===== src/rtl/hazard_pkg.sv =====
// Shared types for the pipeline hazard controller: FSM states, register
// index type and the packed bundle of latch enables/flushes.
// Optional build macro: HAZARD_PERF_EN (adds performance counters).
package hazard_pkg;

  localparam int REG_W = 5;
  localparam int CNT_W = 32;

  typedef logic [REG_W-1:0] regbits_t;

  typedef enum logic [1:0] {
    RUN      = 2'd0,
    LU_STALL = 2'd1,
    MEM_WAIT = 2'd2,
    HALTED   = 2'd3
  } hazard_state_t;

  // Field order matches the pipeline order, PC first, halted last.
  typedef struct packed {
    logic pc_en;
    logic ifid_en;
    logic idex_en;
    logic exmem_en;
    logic memwb_en;
    logic ifid_flush;
    logic idex_flush;
    logic exmem_flush;
    logic halted;
  } ctrl_t;

  localparam ctrl_t CTRL_RUN    = ctrl_t'(9'b11111_000_0);
  localparam ctrl_t CTRL_RESET  = ctrl_t'(9'b00000_111_0);
  localparam ctrl_t CTRL_FREEZE = ctrl_t'(9'b00000_000_0);
  localparam ctrl_t CTRL_HALT   = ctrl_t'(9'b00000_000_1);

endpackage


===== src/rtl/hazard_unit_if.sv =====
// Bundle between the hazard sources / pipeline latches and the hazard unit.
// slave: the hazard unit. master: the pipeline side driving the sources.
// Optional build macro: HAZARD_PERF_EN (adds performance counter outputs).
interface hazard_unit_if;

  hazard_pkg::regbits_t id_rs;
  hazard_pkg::regbits_t id_rt;
  logic                 id_uses_rt;
  logic                 ex_memread;
  hazard_pkg::regbits_t ex_rd;
  logic                 id_jump;
  logic                 mem_branch_taken;
  logic                 mem_dreq;
  logic                 dhit;
  logic                 ihit;
  logic                 mem_halt;

  logic pc_en;
  logic ifid_en;
  logic idex_en;
  logic exmem_en;
  logic memwb_en;
  logic ifid_flush;
  logic idex_flush;
  logic exmem_flush;
  logic halted;

`ifdef HAZARD_PERF_EN
  logic [hazard_pkg::CNT_W-1:0] stall_cycles;
  logic [hazard_pkg::CNT_W-1:0] flush_events;
  logic [hazard_pkg::CNT_W-1:0] lu_stalls;

  modport slave (
    input  id_rs, id_rt, id_uses_rt, ex_memread, ex_rd, id_jump,
           mem_branch_taken, mem_dreq, dhit, ihit, mem_halt,
    output pc_en, ifid_en, idex_en, exmem_en, memwb_en,
           ifid_flush, idex_flush, exmem_flush, halted,
           stall_cycles, flush_events, lu_stalls
  );

  modport master (
    output id_rs, id_rt, id_uses_rt, ex_memread, ex_rd, id_jump,
           mem_branch_taken, mem_dreq, dhit, ihit, mem_halt,
    input  pc_en, ifid_en, idex_en, exmem_en, memwb_en,
           ifid_flush, idex_flush, exmem_flush, halted,
           stall_cycles, flush_events, lu_stalls
  );
`else
  modport slave (
    input  id_rs, id_rt, id_uses_rt, ex_memread, ex_rd, id_jump,
           mem_branch_taken, mem_dreq, dhit, ihit, mem_halt,
    output pc_en, ifid_en, idex_en, exmem_en, memwb_en,
           ifid_flush, idex_flush, exmem_flush, halted
  );

  modport master (
    output id_rs, id_rt, id_uses_rt, ex_memread, ex_rd, id_jump,
           mem_branch_taken, mem_dreq, dhit, ihit, mem_halt,
    input  pc_en, ifid_en, idex_en, exmem_en, memwb_en,
           ifid_flush, idex_flush, exmem_flush, halted
  );
`endif

endinterface


===== src/rtl/load_use_detect.sv =====
// Load-use comparator: the load in EX writes a register the instruction
// in ID reads. Register 0 is hardwired, so it never creates a dependency.
module load_use_detect
  import hazard_pkg::*;
(
  input  logic     ex_memread,
  input  regbits_t ex_rd,
  input  regbits_t id_rs,
  input  regbits_t id_rt,
  input  logic     id_uses_rt,
  output logic     load_use
);

  assign load_use = ex_memread && (ex_rd != '0) &&
                    ((ex_rd == id_rs) || (id_uses_rt && (ex_rd == id_rt)));

endmodule


===== src/rtl/hazard_unit.sv =====
// Pipeline hazard controller: resolves load-use, memory wait, branch
// redirect and halt by driving latch enables/flushes. Outputs are
// combinational from state and inputs; only the state is registered.
// Optional build macro: HAZARD_PERF_EN (stall/flush/load-use counters).
module hazard_unit
  import hazard_pkg::*;
(
  input logic       CLK,
  input logic       nRST,
  hazard_unit_if.slave hz
);

  hazard_state_t state;
  hazard_state_t state_nxt;
  ctrl_t         ctrl;
  logic          lu_hit;

  load_use_detect u_load_use_detect (
    .ex_memread (hz.ex_memread),
    .ex_rd      (hz.ex_rd),
    .id_rs      (hz.id_rs),
    .id_rt      (hz.id_rt),
    .id_uses_rt (hz.id_uses_rt),
    .load_use   (lu_hit)
  );

  // Priority evaluation of hazards; MEM_WAIT with dhit falls through to the
  // RUN rules, where the memory-wait rule is naturally false.
  always_comb begin
    ctrl      = CTRL_RUN;
    state_nxt = RUN;
    if (!nRST) begin
      ctrl = CTRL_RESET;
    end else if (state == HALTED) begin
      ctrl      = CTRL_HALT;
      state_nxt = HALTED;
    end else if ((state == MEM_WAIT) && !hz.dhit) begin
      ctrl      = CTRL_FREEZE;
      state_nxt = MEM_WAIT;
    end else if (hz.mem_halt) begin
      ctrl      = CTRL_FREEZE;
      state_nxt = HALTED;
    end else if (hz.mem_dreq && !hz.dhit) begin
      ctrl      = CTRL_FREEZE;
      state_nxt = MEM_WAIT;
    end else if (hz.mem_branch_taken) begin
      // Squashes the dependent instruction too, so no load-use stall.
      ctrl.pc_en       = hz.ihit;
      ctrl.ifid_flush  = 1'b1;
      ctrl.idex_flush  = 1'b1;
      ctrl.exmem_flush = 1'b1;
    end else if (lu_hit) begin
      ctrl.pc_en      = 1'b0;
      ctrl.ifid_en    = 1'b0;
      ctrl.idex_flush = 1'b1;
      state_nxt       = LU_STALL;
    end else if (!hz.ihit) begin
      ctrl.pc_en      = 1'b0;
      ctrl.ifid_flush = 1'b1;
    end else if (hz.id_jump) begin
      ctrl.ifid_flush = 1'b1;
    end
  end

  // State register with synchronous reset to RUN.
  always_ff @(posedge CLK) begin
    if (!nRST) begin
      state <= RUN;
    end else begin
      state <= state_nxt;
    end
  end

  assign hz.pc_en       = ctrl.pc_en;
  assign hz.ifid_en     = ctrl.ifid_en;
  assign hz.idex_en     = ctrl.idex_en;
  assign hz.exmem_en    = ctrl.exmem_en;
  assign hz.memwb_en    = ctrl.memwb_en;
  assign hz.ifid_flush  = ctrl.ifid_flush;
  assign hz.idex_flush  = ctrl.idex_flush;
  assign hz.exmem_flush = ctrl.exmem_flush;
  assign hz.halted      = ctrl.halted;

`ifdef HAZARD_PERF_EN
  logic [CNT_W-1:0] stall_q;
  logic [CNT_W-1:0] flush_q;
  logic [CNT_W-1:0] lu_q;

  // Saturating counters. Outside reset, exmem_flush is raised only by the
  // branch rule and LU_STALL is entered only by the load-use rule.
  always_ff @(posedge CLK) begin
    if (!nRST) begin
      stall_q <= '0;
      flush_q <= '0;
      lu_q    <= '0;
    end else begin
      if (!ctrl.pc_en && (state != HALTED) && (stall_q != '1))
        stall_q <= stall_q + 1'b1;
      if (ctrl.exmem_flush && (flush_q != '1))
        flush_q <= flush_q + 1'b1;
      if ((state_nxt == LU_STALL) && (lu_q != '1))
        lu_q <= lu_q + 1'b1;
    end
  end

  assign hz.stall_cycles = stall_q;
  assign hz.flush_events = flush_q;
  assign hz.lu_stalls    = lu_q;
`endif

endmodule


===== src/flat_wrapper.sv =====
// flat-port wrapper written by rule: the top's interface ports become plain ports
module hazard_unit_flat import hazard_pkg::*;
  (CLK, nRST, hz_id_rs, hz_id_rt, hz_id_uses_rt, hz_ex_memread, hz_ex_rd, hz_id_jump, hz_mem_branch_taken, hz_mem_dreq, hz_dhit, hz_ihit, hz_mem_halt, hz_pc_en, hz_ifid_en, hz_idex_en, hz_exmem_en, hz_memwb_en, hz_ifid_flush, hz_idex_flush, hz_exmem_flush, hz_halted);
  hazard_unit_if hz_i ();
  input logic CLK;
  input logic nRST;
  input wire logic [$bits(hz_i.id_rs)-1:0] hz_id_rs;
  input wire logic [$bits(hz_i.id_rt)-1:0] hz_id_rt;
  input wire logic [$bits(hz_i.id_uses_rt)-1:0] hz_id_uses_rt;
  input wire logic [$bits(hz_i.ex_memread)-1:0] hz_ex_memread;
  input wire logic [$bits(hz_i.ex_rd)-1:0] hz_ex_rd;
  input wire logic [$bits(hz_i.id_jump)-1:0] hz_id_jump;
  input wire logic [$bits(hz_i.mem_branch_taken)-1:0] hz_mem_branch_taken;
  input wire logic [$bits(hz_i.mem_dreq)-1:0] hz_mem_dreq;
  input wire logic [$bits(hz_i.dhit)-1:0] hz_dhit;
  input wire logic [$bits(hz_i.ihit)-1:0] hz_ihit;
  input wire logic [$bits(hz_i.mem_halt)-1:0] hz_mem_halt;
  output wire logic [$bits(hz_i.pc_en)-1:0] hz_pc_en;
  output wire logic [$bits(hz_i.ifid_en)-1:0] hz_ifid_en;
  output wire logic [$bits(hz_i.idex_en)-1:0] hz_idex_en;
  output wire logic [$bits(hz_i.exmem_en)-1:0] hz_exmem_en;
  output wire logic [$bits(hz_i.memwb_en)-1:0] hz_memwb_en;
  output wire logic [$bits(hz_i.ifid_flush)-1:0] hz_ifid_flush;
  output wire logic [$bits(hz_i.idex_flush)-1:0] hz_idex_flush;
  output wire logic [$bits(hz_i.exmem_flush)-1:0] hz_exmem_flush;
  output wire logic [$bits(hz_i.halted)-1:0] hz_halted;
  assign hz_i.id_rs = hz_id_rs;
  assign hz_i.id_rt = hz_id_rt;
  assign hz_i.id_uses_rt = hz_id_uses_rt;
  assign hz_i.ex_memread = hz_ex_memread;
  assign hz_i.ex_rd = hz_ex_rd;
  assign hz_i.id_jump = hz_id_jump;
  assign hz_i.mem_branch_taken = hz_mem_branch_taken;
  assign hz_i.mem_dreq = hz_mem_dreq;
  assign hz_i.dhit = hz_dhit;
  assign hz_i.ihit = hz_ihit;
  assign hz_i.mem_halt = hz_mem_halt;
  assign hz_pc_en = hz_i.pc_en;
  assign hz_ifid_en = hz_i.ifid_en;
  assign hz_idex_en = hz_i.idex_en;
  assign hz_exmem_en = hz_i.exmem_en;
  assign hz_memwb_en = hz_i.memwb_en;
  assign hz_ifid_flush = hz_i.ifid_flush;
  assign hz_idex_flush = hz_i.idex_flush;
  assign hz_exmem_flush = hz_i.exmem_flush;
  assign hz_halted = hz_i.halted;
  hazard_unit u_core (.CLK(CLK), .nRST(nRST), .hz(hz_i));
endmodule

===== config.mk =====
export PLATFORM = sky130hd
export DESIGN_NAME = hazard_unit_flat
export DESIGN_NICKNAME = d
export VERILOG_FILES = /design/src/rtl/hazard_pkg.sv /design/src/rtl/hazard_unit_if.sv /design/src/rtl/load_use_detect.sv /design/src/rtl/hazard_unit.sv /design/src/flat_wrapper.sv
export SDC_FILE = /design/constraint.sdc
export NUM_CORES = 1
export LEC_CHECK = 0
export CAP_MARGIN = 0
export CORE_AREA = 3 3 40 42
export DETAILED_ROUTE_END_ITERATION = 8
export DIE_AREA = 0 0 43 45
export PLACE_DENSITY = 0.75
export SLEW_MARGIN = 25
export SYNTH_ARGS = -nofsm -noshare
export SYNTH_HDL_FRONTEND = slang
export SYNTH_HIERARCHICAL = 1
export SYNTH_SLANG_ARGS = --single-unit

===== constraint.sdc =====
create_clock -name CLK -period 4.33 [get_ports CLK]
set_clock_uncertainty 0.2 [all_clocks]
set_input_delay 0.866 -clock CLK [delete_from_list [all_inputs] [get_ports CLK]]
set_output_delay 0.866 -clock CLK [all_outputs]
set_load 0.02 [all_outputs]

# Word level (Yosys, flattened, before mapping)
# Cells that the tools add are included.
# word_totals
out_inout_bits	9
wordCells	37
ff_bits	2
# classes
n_mux	24
n_reduce_logical	8
n_eq_ne	4
# ops
cell	count
2-to-1 mux 9 bit	4
2-to-1 mux 2 bit	7
2-to-1 mux 1 bit	11
== test 5 bit	2
2-to-1 mux 3 bit	2
logical AND 1 bit	5
nonzero test 5 bit	1
== test 2 bit, second input constant	2
zero test 1 bit	1
logical OR 1 bit	1

# Longest topological paths before layout
# Gate-level depths: netlist of the first run.
# logic_depth
word_depth	11
mapped_depth	7
mapped_depth_nobuf	7

# By module
# Netlist of the first run, hierarchy kept.
# by_module_without_submodules
mod	cells_per_inst	area_each_um2	instances	seq_area_each_um2
hazard_unit	30	205.2	1	40.0
load_use_detect	17	132.6	1	0.0

# Worst setup path after synthesis of the first run
# No wires, ideal clock.
# synth_path
kind	input to output
from	input hz_ex_rd[0]
to	output hz_pc_en
path_stages	6
arrival_ns	1.994
required_time_ns	3.264
path_slack_ns	1.270
cell_sequence	or4_1 -> o21ai_1 -> a21oi_1 -> nand2b_1 -> nand2_1 -> nor2_1
# synth_via
elab_chain_len	11
word_cells_on_any_way	14
# synth_lines
element	line_no	rtl
from (decl)	flat_wrapper.sv:11	input wire logic [$bits(hz_i.ex_rd)-1:0] hz_ex_rd;
== test 5 bit	load_use_detect.sv:15	((ex_rd == id_rs) || (id_uses_rt && (ex_rd == id_rt)));
logical AND 1 bit	load_use_detect.sv:15	
logical OR 1 bit	load_use_detect.sv:15	
logical AND 1 bit (*)	load_use_detect.sv:14	assign load_use = ex_memread && (ex_rd != '0) &&
via u_core.lu_hit	hazard_unit.sv:16	logic lu_hit;
2-to-1 mux 1 bit (*)	hazard_unit.sv:52	end else if (lu_hit) begin
2-to-1 mux 1 bit (*)	hazard_unit.sv:46	end else if (hz.mem_branch_taken) begin
2-to-1 mux 2 bit (*)	hazard_unit.sv:43	end else if (hz.mem_dreq && !hz.dhit) begin
2-to-1 mux 9 bit (*)	hazard_unit.sv:40	end else if (hz.mem_halt) begin
2-to-1 mux 9 bit (*)	hazard_unit.sv:37	end else if ((state == MEM_WAIT) && !hz.dhit) begin
2-to-1 mux 9 bit (*)	hazard_unit.sv:34	end else if (state == HALTED) begin
2-to-1 mux 9 bit (*)	hazard_unit.sv:32	if (!nRST) begin
to (decl)	flat_wrapper.sv:18	output wire logic [$bits(hz_i.pc_en)-1:0] hz_pc_en;
# Mark *: on every way through the listed nets, which the timed path passes. The rest lies on a longest branch.

# Worst setup path in the final report of the first run
# layout_path
from	input hz_ex_rd[3]
to	output hz_ifid_flush
# layout_via
elab_chain_len	11
word_cells_on_any_way	14
# layout_lines
element	line_no	rtl
== test 5 bit	load_use_detect.sv:15	
logical AND 1 bit	load_use_detect.sv:15	
logical OR 1 bit	load_use_detect.sv:15	
logical AND 1 bit (*)	load_use_detect.sv:14	
via u_core.lu_hit	hazard_unit.sv:16	
2-to-1 mux 1 bit (*)	hazard_unit.sv:52	
2-to-1 mux 2 bit (*)	hazard_unit.sv:46	
2-to-1 mux 3 bit (*)	hazard_unit.sv:43	
2-to-1 mux 9 bit (*)	hazard_unit.sv:40	
2-to-1 mux 9 bit (*)	hazard_unit.sv:37	
2-to-1 mux 9 bit (*)	hazard_unit.sv:34	
2-to-1 mux 9 bit (*)	hazard_unit.sv:32	
to (decl)	flat_wrapper.sv:23	output wire logic [$bits(hz_i.ifid_flush)-1:0] hz_ifid_flush;
# Marks and branches as above.

==> results of run 1 <==
placed cells by master, fill, tap and decap left out:
cell type,n
a21boi_0,1
a21oi_1,4
and2_1,2
and3_1,1
clkbuf_4,3
clkdlybuf4s50_1,33
dfxtp_1,2
inv_1,7
nand2_1,2
nand2b_1,1
nand3_1,3
nor2_1,2
nor3_1,1
nor4_2,1
o211ai_1,1
o21a_1,2
o21ai_1,1
o311a_2,1
o311ai_2,1
or3_1,1
or4_1,1
xnor2_1,3
xor2_1,7
worst paths after layout:
check             startpoint               to  slack [ns]  cells past startpoint
min reg2reg  u_core/state[0]  u_core/state[0]        0.41                      3
max              hz_ex_rd[3]    hz_ifid_flush        0.22                      8
max reg2reg  u_core/state[1]  u_core/state[1]        3.11                      3
min          u_core/state[0]  u_core/state[0]        0.41                      3
area by class of cell:
cell class / instances / area (um^2) / area share [%]
Sequential cell: 2 / 40.0 / 5.77
Clock buffer: 3 / 22.5 / 3.24
Multi-Input combinational cell: 36 / 256 / 36.9
Timing Repair Buffer: 33 / 330 / 47.6
Tap cell: 15 / 18.8 / 2.70
Inverter: 7 / 26.3 / 3.78
cells by family after synthesis:
| group | Yosys count | share of synthesized area (%) |
|---|---|---|
| buf+inv | 9 | 12.2 |
| xor+xnor | 10 | 25.9 |
| flops | 2 | 11.9 |
| compound gates | 11 | 24.4 |
| simple gates | 15 | 25.6 |
per-stage QoR:
step	cells	util (%)	instance area [um^2]	worst slack [ns]
2_1_floorplan	47	-	338	1.27
3_3_place_gp	93	52.3	672	0.240
3_5_place_dp	93	52.3	672	0.224
4_1_cts	96	54.0	694	0.223
5_1_grt	96	54.0	694	0.0659
6_report	96	54.0	694	0.223
power groups by stage:
stage,clock [uW],combinational [uW],sequential (uW)
after floorplan,0,27.3,21.3
after global placement,0,64.3,21.7
after detailed placement,0,64.3,21.7
after CTS,40.6,64.6,21.4
after global routing,43.2,69.0,21.6
final,39.4,63.7,21.5
worst register-to-register path, stage by stage (launching register included):
cell,delay (ns)
dfxtp_1,0.33
or3_1,0.37
o311ai_2,0.12
inv_1,0.07
synth_stat cells, types with 2 or more instances:
| cell type | count |
|---|---|
| a21oi_1 | 4 |
| xor2_1 | 7 |
| and2_1 | 2 |
| nand2_1 | 2 |
| xnor2_1 | 3 |
| nand3_1 | 3 |
| buf_4 | 2 |
| o21a_1 | 2 |
| dfxtp_1 | 2 |
| nor2_1 | 2 |
| inv_1 | 7 |
routing by layer:
layer  vias to the layer above  wire, um  global-route usage, %
met5                         -         0                      0
met4                         0         0                   5.42
met2                        12       564                   22.5
li1                        228         -                      -
met3                         0        73                   3.98
met1                       191       444                   14.1
==> metrics.csv, run 1 <==
stage,metric,value,unit
sta,setup_viol,0,
sta,final.period_utilization,94.9,%
pwr,p_seq_share,17.2,%
finish,nets,108,
pwr,p_leak,0.000285,uW
setup_path,cp_data_required_time,3.26,ns
floorplanning,die_h,45,um
sta,tightest_slew,0.346,ns
global_routing,grt_max_degree,7,
pwr,ir_drop,0.0864,mV
hold_path,worstHoldPathType,register to register,
global_routing,overflow,0,
placement,gp_congestion,0.783,
synth,synth_top_area_cell,xor2_1,
floorplanning,core.rowCount,13,
synth,yosys_most_used_dff,dfxtp_1,
synth,syn_nets,72,
job,drv_cap,0,
pwr,p_int,88.9,uW
placement,io_buffers,33,
clocking,root_buffer,clkbuf_4,
global_routing,antenna_found_initial,0,
floorplanning,dieArea,1940,um^2
setup_path,worst-path-buf-inv,2,
synth,netlist_area,338,um^2
setup_path,cp_slowest_cell,clkdlybuf4s50_1,
sta,finalSetupTns,0,ns
synth,synth-edff-count,0,
floorplanning,dieWidth,43,um
setup_path,cp_top_family,buffers and inverters,
finish,nFillCells,121,
finish,synthToLayoutAreaGrowth,106,%
setup_path,path_cells,clkdlybuf4s50_1 -> xor2_1 -> nor4_2 -> nand3_1 -> a21oi_1 -> a21oi_1 -> o21a_1 -> clkdlybuf4s50_1,
finish,reg_top3,u_core/state: 2 flops,
clocking,cts_made_buffers,3,
sta,clock.fmax,243,MHz
setup_path,path_max_fanout,4,
finish,drive_gt1_share,7.41,%
pwr,powerDensity,179,nW/um^2
pwr,total_power,125,uW
sta,max_slew_margin,76.9,%
synth,async_flop_share,0,%
clocking,tritoncts,done,
placement,dp_hpwl,969,um
global_routing,grt_pass1_vias,428,
synth,ys_top_cells_by_area,"xor2_1 18%, dfxtp_1 12%, inv_1 7.8%",
clocking,htree_levels,1,
synth,synthCells,47,
sta,grt_setup_unrepaired,no,
detailed_routing,wl,1.08,mm
detailed_routing,avgRoutedWirePerCell,11.3,um
sta,period_minus_slack,4.11,ns
detailed_routing,antenna_left,0,
detailed_routing,routed_via_density,4.49,
setup_path,cp.arrival,3.04,ns
detailed_routing,vias,431,
floorplanning,io_pins,34,
setup_path,critPathLaunchType,input port,
clocking,postCtsHoldBufs,0,
floorplanning,coreArea,1280,um^2
setup_path,crit_type,input port to primary output,
finish,top_register,u_core/state,
pwr,power.share.clock,31.6,%
pwr,p_comb_share,51.1,%
synth,ys_types,22,
sta,holdWs,0.412,ns
finish,largest_reg_flops,2,
clocking,cts.sinks,2,
clocking,cts_setup_buffers,0,
clocking,clk_pin_slew,0.03,ns
pwr,p_sw_share,28.7,%
setup_path,slowest_delay,0.54,ns
synth,ys_ff_latch,2,
global_routing,track_usage,12.7,%
synth,synth.avg_cell_area,7.19,um^2
finish,diodes,0,
clocking,insertion_delay,0.22,ns
global_routing,grt_pass1_wl,1.86,mm
synth,ys_warn_count,6,
detailed_routing,drc_errors,0,
run_status,status,completed,
sta,slew_viol_final,0,
clocking,clock_path_buffers,2,
sta,hold_viol_final,0,
clocking,cts.repair.resized,0,
setup_path,worstSetupEndpointType,primary output,
synth,ys_seq_area_share,11.9,%
pwr,p_sw,35.7,uW
synth,synth_top_area_share,18.1,%
detailed_routing,drtIter0Drc,3,
floorplanning,initial_core_util,26.3,%
detailed_routing,dr.pass1.iters,2,
Power figures use the tool's default switching activity.
==> inputs of run 2 (changes only) <==
==> constraint.sdc (replaced) <==
create_clock -name CLK -period 5 [get_ports CLK]
set_clock_uncertainty 0.2 [all_clocks]
set_input_delay 1 -clock CLK [delete_from_list [all_inputs] [get_ports CLK]]
set_output_delay 1 -clock CLK [all_outputs]
set_load 0.02 [all_outputs]
==> metrics.csv, run 2 (synthesis gave the netlist of run 1 again) <==
stage,metric,value,unit
clocking,clk_pin_slew,0.03,ns
setup_path,worst-path-buf-inv,2,
finish,drive_gt1_share,7.41,%
setup_path,worstSetupEndpointType,primary output,
clocking,htree_levels,1,
setup_path,cp_data_required_time,3.80,ns
floorplanning,coreArea,1280,um^2
pwr,p_leak,0.000285,uW
hold_path,worstHoldPathType,register to register,
detailed_routing,dr.pass1.iters,4,
detailed_routing,avgRoutedWirePerCell,11.7,um
clocking,root_buffer,clkbuf_4,
clocking,tritoncts,done,
finish,nets,108,
clocking,insertion_delay,0.22,ns
floorplanning,core.rowCount,13,
global_routing,antenna_found_initial,0,
setup_path,slowest_delay,0.54,ns
setup_path,critPathLaunchType,input port,
global_routing,grt_pass1_vias,417,
sta,grt_setup_unrepaired,no,
finish,final_cell_mix,"33 x clkdlybuf4s50_1, 7 x inv_1, 7 x xor2_1",
setup_path,path_cells,clkdlybuf4s50_1 -> xor2_1 -> nor4_2 -> nand3_1 -> a21oi_1 -> a21oi_1 -> o21a_1 -> clkdlybuf4s50_1,
floorplanning,initial_core_util,26.3,%
setup_path,cp_top_family,buffers and inverters,
floorplanning,io_pins,34,
setup_path,cp.arrival,3.21,ns
sta,period_minus_slack,4.41,ns
finish,final_common_cell,clkdlybuf4s50_1,
placement,gp_congestion,0.784,
clocking,postCtsHoldBufs,0,
placement,io_buffers,33,
sta,finalSetupTns,0,ns
finish,synthToLayoutAreaGrowth,106,%
global_routing,overflow,0,
global_routing,grt_max_degree,7,
clocking,cts_setup_buffers,0,
pwr,powerDensity,156,nW/um^2
setup_path,path_max_fanout,4,
sta,tightest_slew,0.342,ns
detailed_routing,drc_errors,0,
detailed_routing,routed_via_density,4.68,
placement,place_inst,93,
sta,setup_viol,0,
sta,hold_viol_final,0,
detailed_routing,vias,449,
sta,max_slew_margin,77.2,%
clocking,cts.sinks,2,
sta,clock.fmax,227,MHz
clocking,cts_made_buffers,3,
finish,top_register,u_core/state,
floorplanning,dieWidth,43,um
global_routing,track_usage,12.9,%
setup_path,cp_slowest_cell,clkdlybuf4s50_1,
clocking,cts.repair.resized,0,
sta,final.period_utilization,88.2,%
detailed_routing,drtIter0Drc,17,
floorplanning,die_h,45,um
finish,largest_reg_flops,2,
job,drv_cap,0,
detailed_routing,wl,1.12,mm
floorplanning,dieArea,1940,um^2
run_status,status,completed,
finish,diodes,0,
sta,slew_viol_final,0,
global_routing,grt_pass1_wl,1.90,mm
pwr,ir_drop,0.0749,mV
finish,reg_top3,u_core/state: 2 flops,
finish,final_cells,96,
detailed_routing,antenna_left,0,
setup_path,crit_type,input port to primary output,
clocking,clock_path_buffers,2,
==> run 2: worst reg2reg max path, delay by kind of cell, from the launching register on <==
| kind | cells | cell delay [ns] |
|---|---|---|
| AND/OR/NAND/NOR | 1 | 0.37 |
| AO/OA/AOI/OAI | 1 | 0.12 |
| flip-flops | 1 | 0.33 |
| buffers and inverters | 1 | 0.07 |
==> run 2: area by class of cell <==
type,count,area [um^2]
inverters,7,26.3
repair buffers,33,330
flip-flops and latches,2,40.0
well taps,15,18.8
multi-input cells,36,256
fillers,129,591
clock buffers,3,22.5
==> run 2: final timing paths <==
kind	startpoint	slack (ns)	endpoint	cells after the start
hold / removal	u_core/state[0]	0.41	u_core/state[0]	3
hold reg to reg	u_core/state[0]	0.41	u_core/state[0]	3
setup / recovery	hz_ex_rd[3]	0.59	hz_ifid_flush	8
setup reg to reg	u_core/state[1]	3.79	u_core/state[1]	3
==> run 2: metrics by stage <==
stage | hold WS (ns) | power, uW | area [um^2] | setup WS [ns] | util, %
detailed placement | 0.414 | 74.5 | 672 | 0.599 | 52.3
finish | 0.411 | 108 | 694 | 0.591 | 54.0
floorplan | 0.372 | 42.1 | 338 | 1.67 | -
global route | 0.442 | 116 | 694 | 0.426 | 54.0
global placement | 0.407 | 74.4 | 672 | 0.643 | 52.3
CTS | 0.417 | 110 | 694 | 0.595 | 54.0
==> run 2: power by group <==
group / total, uW / internal (uW) / leakage (uW) / switching (uW)
Clock: 34.1 / 26.4 / 0.0000138 / 7.73
Sequential: 18.6 / 17.4 / 0.0000167 / 1.22
Combinational: 55.5 / 33.3 / 0.000255 / 22.3
Total: 108 / 77.0 / 0.000285 / 31.2
==> run 2: per-layer routing <==
metal	vias to the layer above	wire length, um	track usage [%]
met2	18	572	21.3
met5	-	0	0
li1	229	-	-
met4	0	0	5.42
met3	0	104	4.78
met1	202	446	15.0
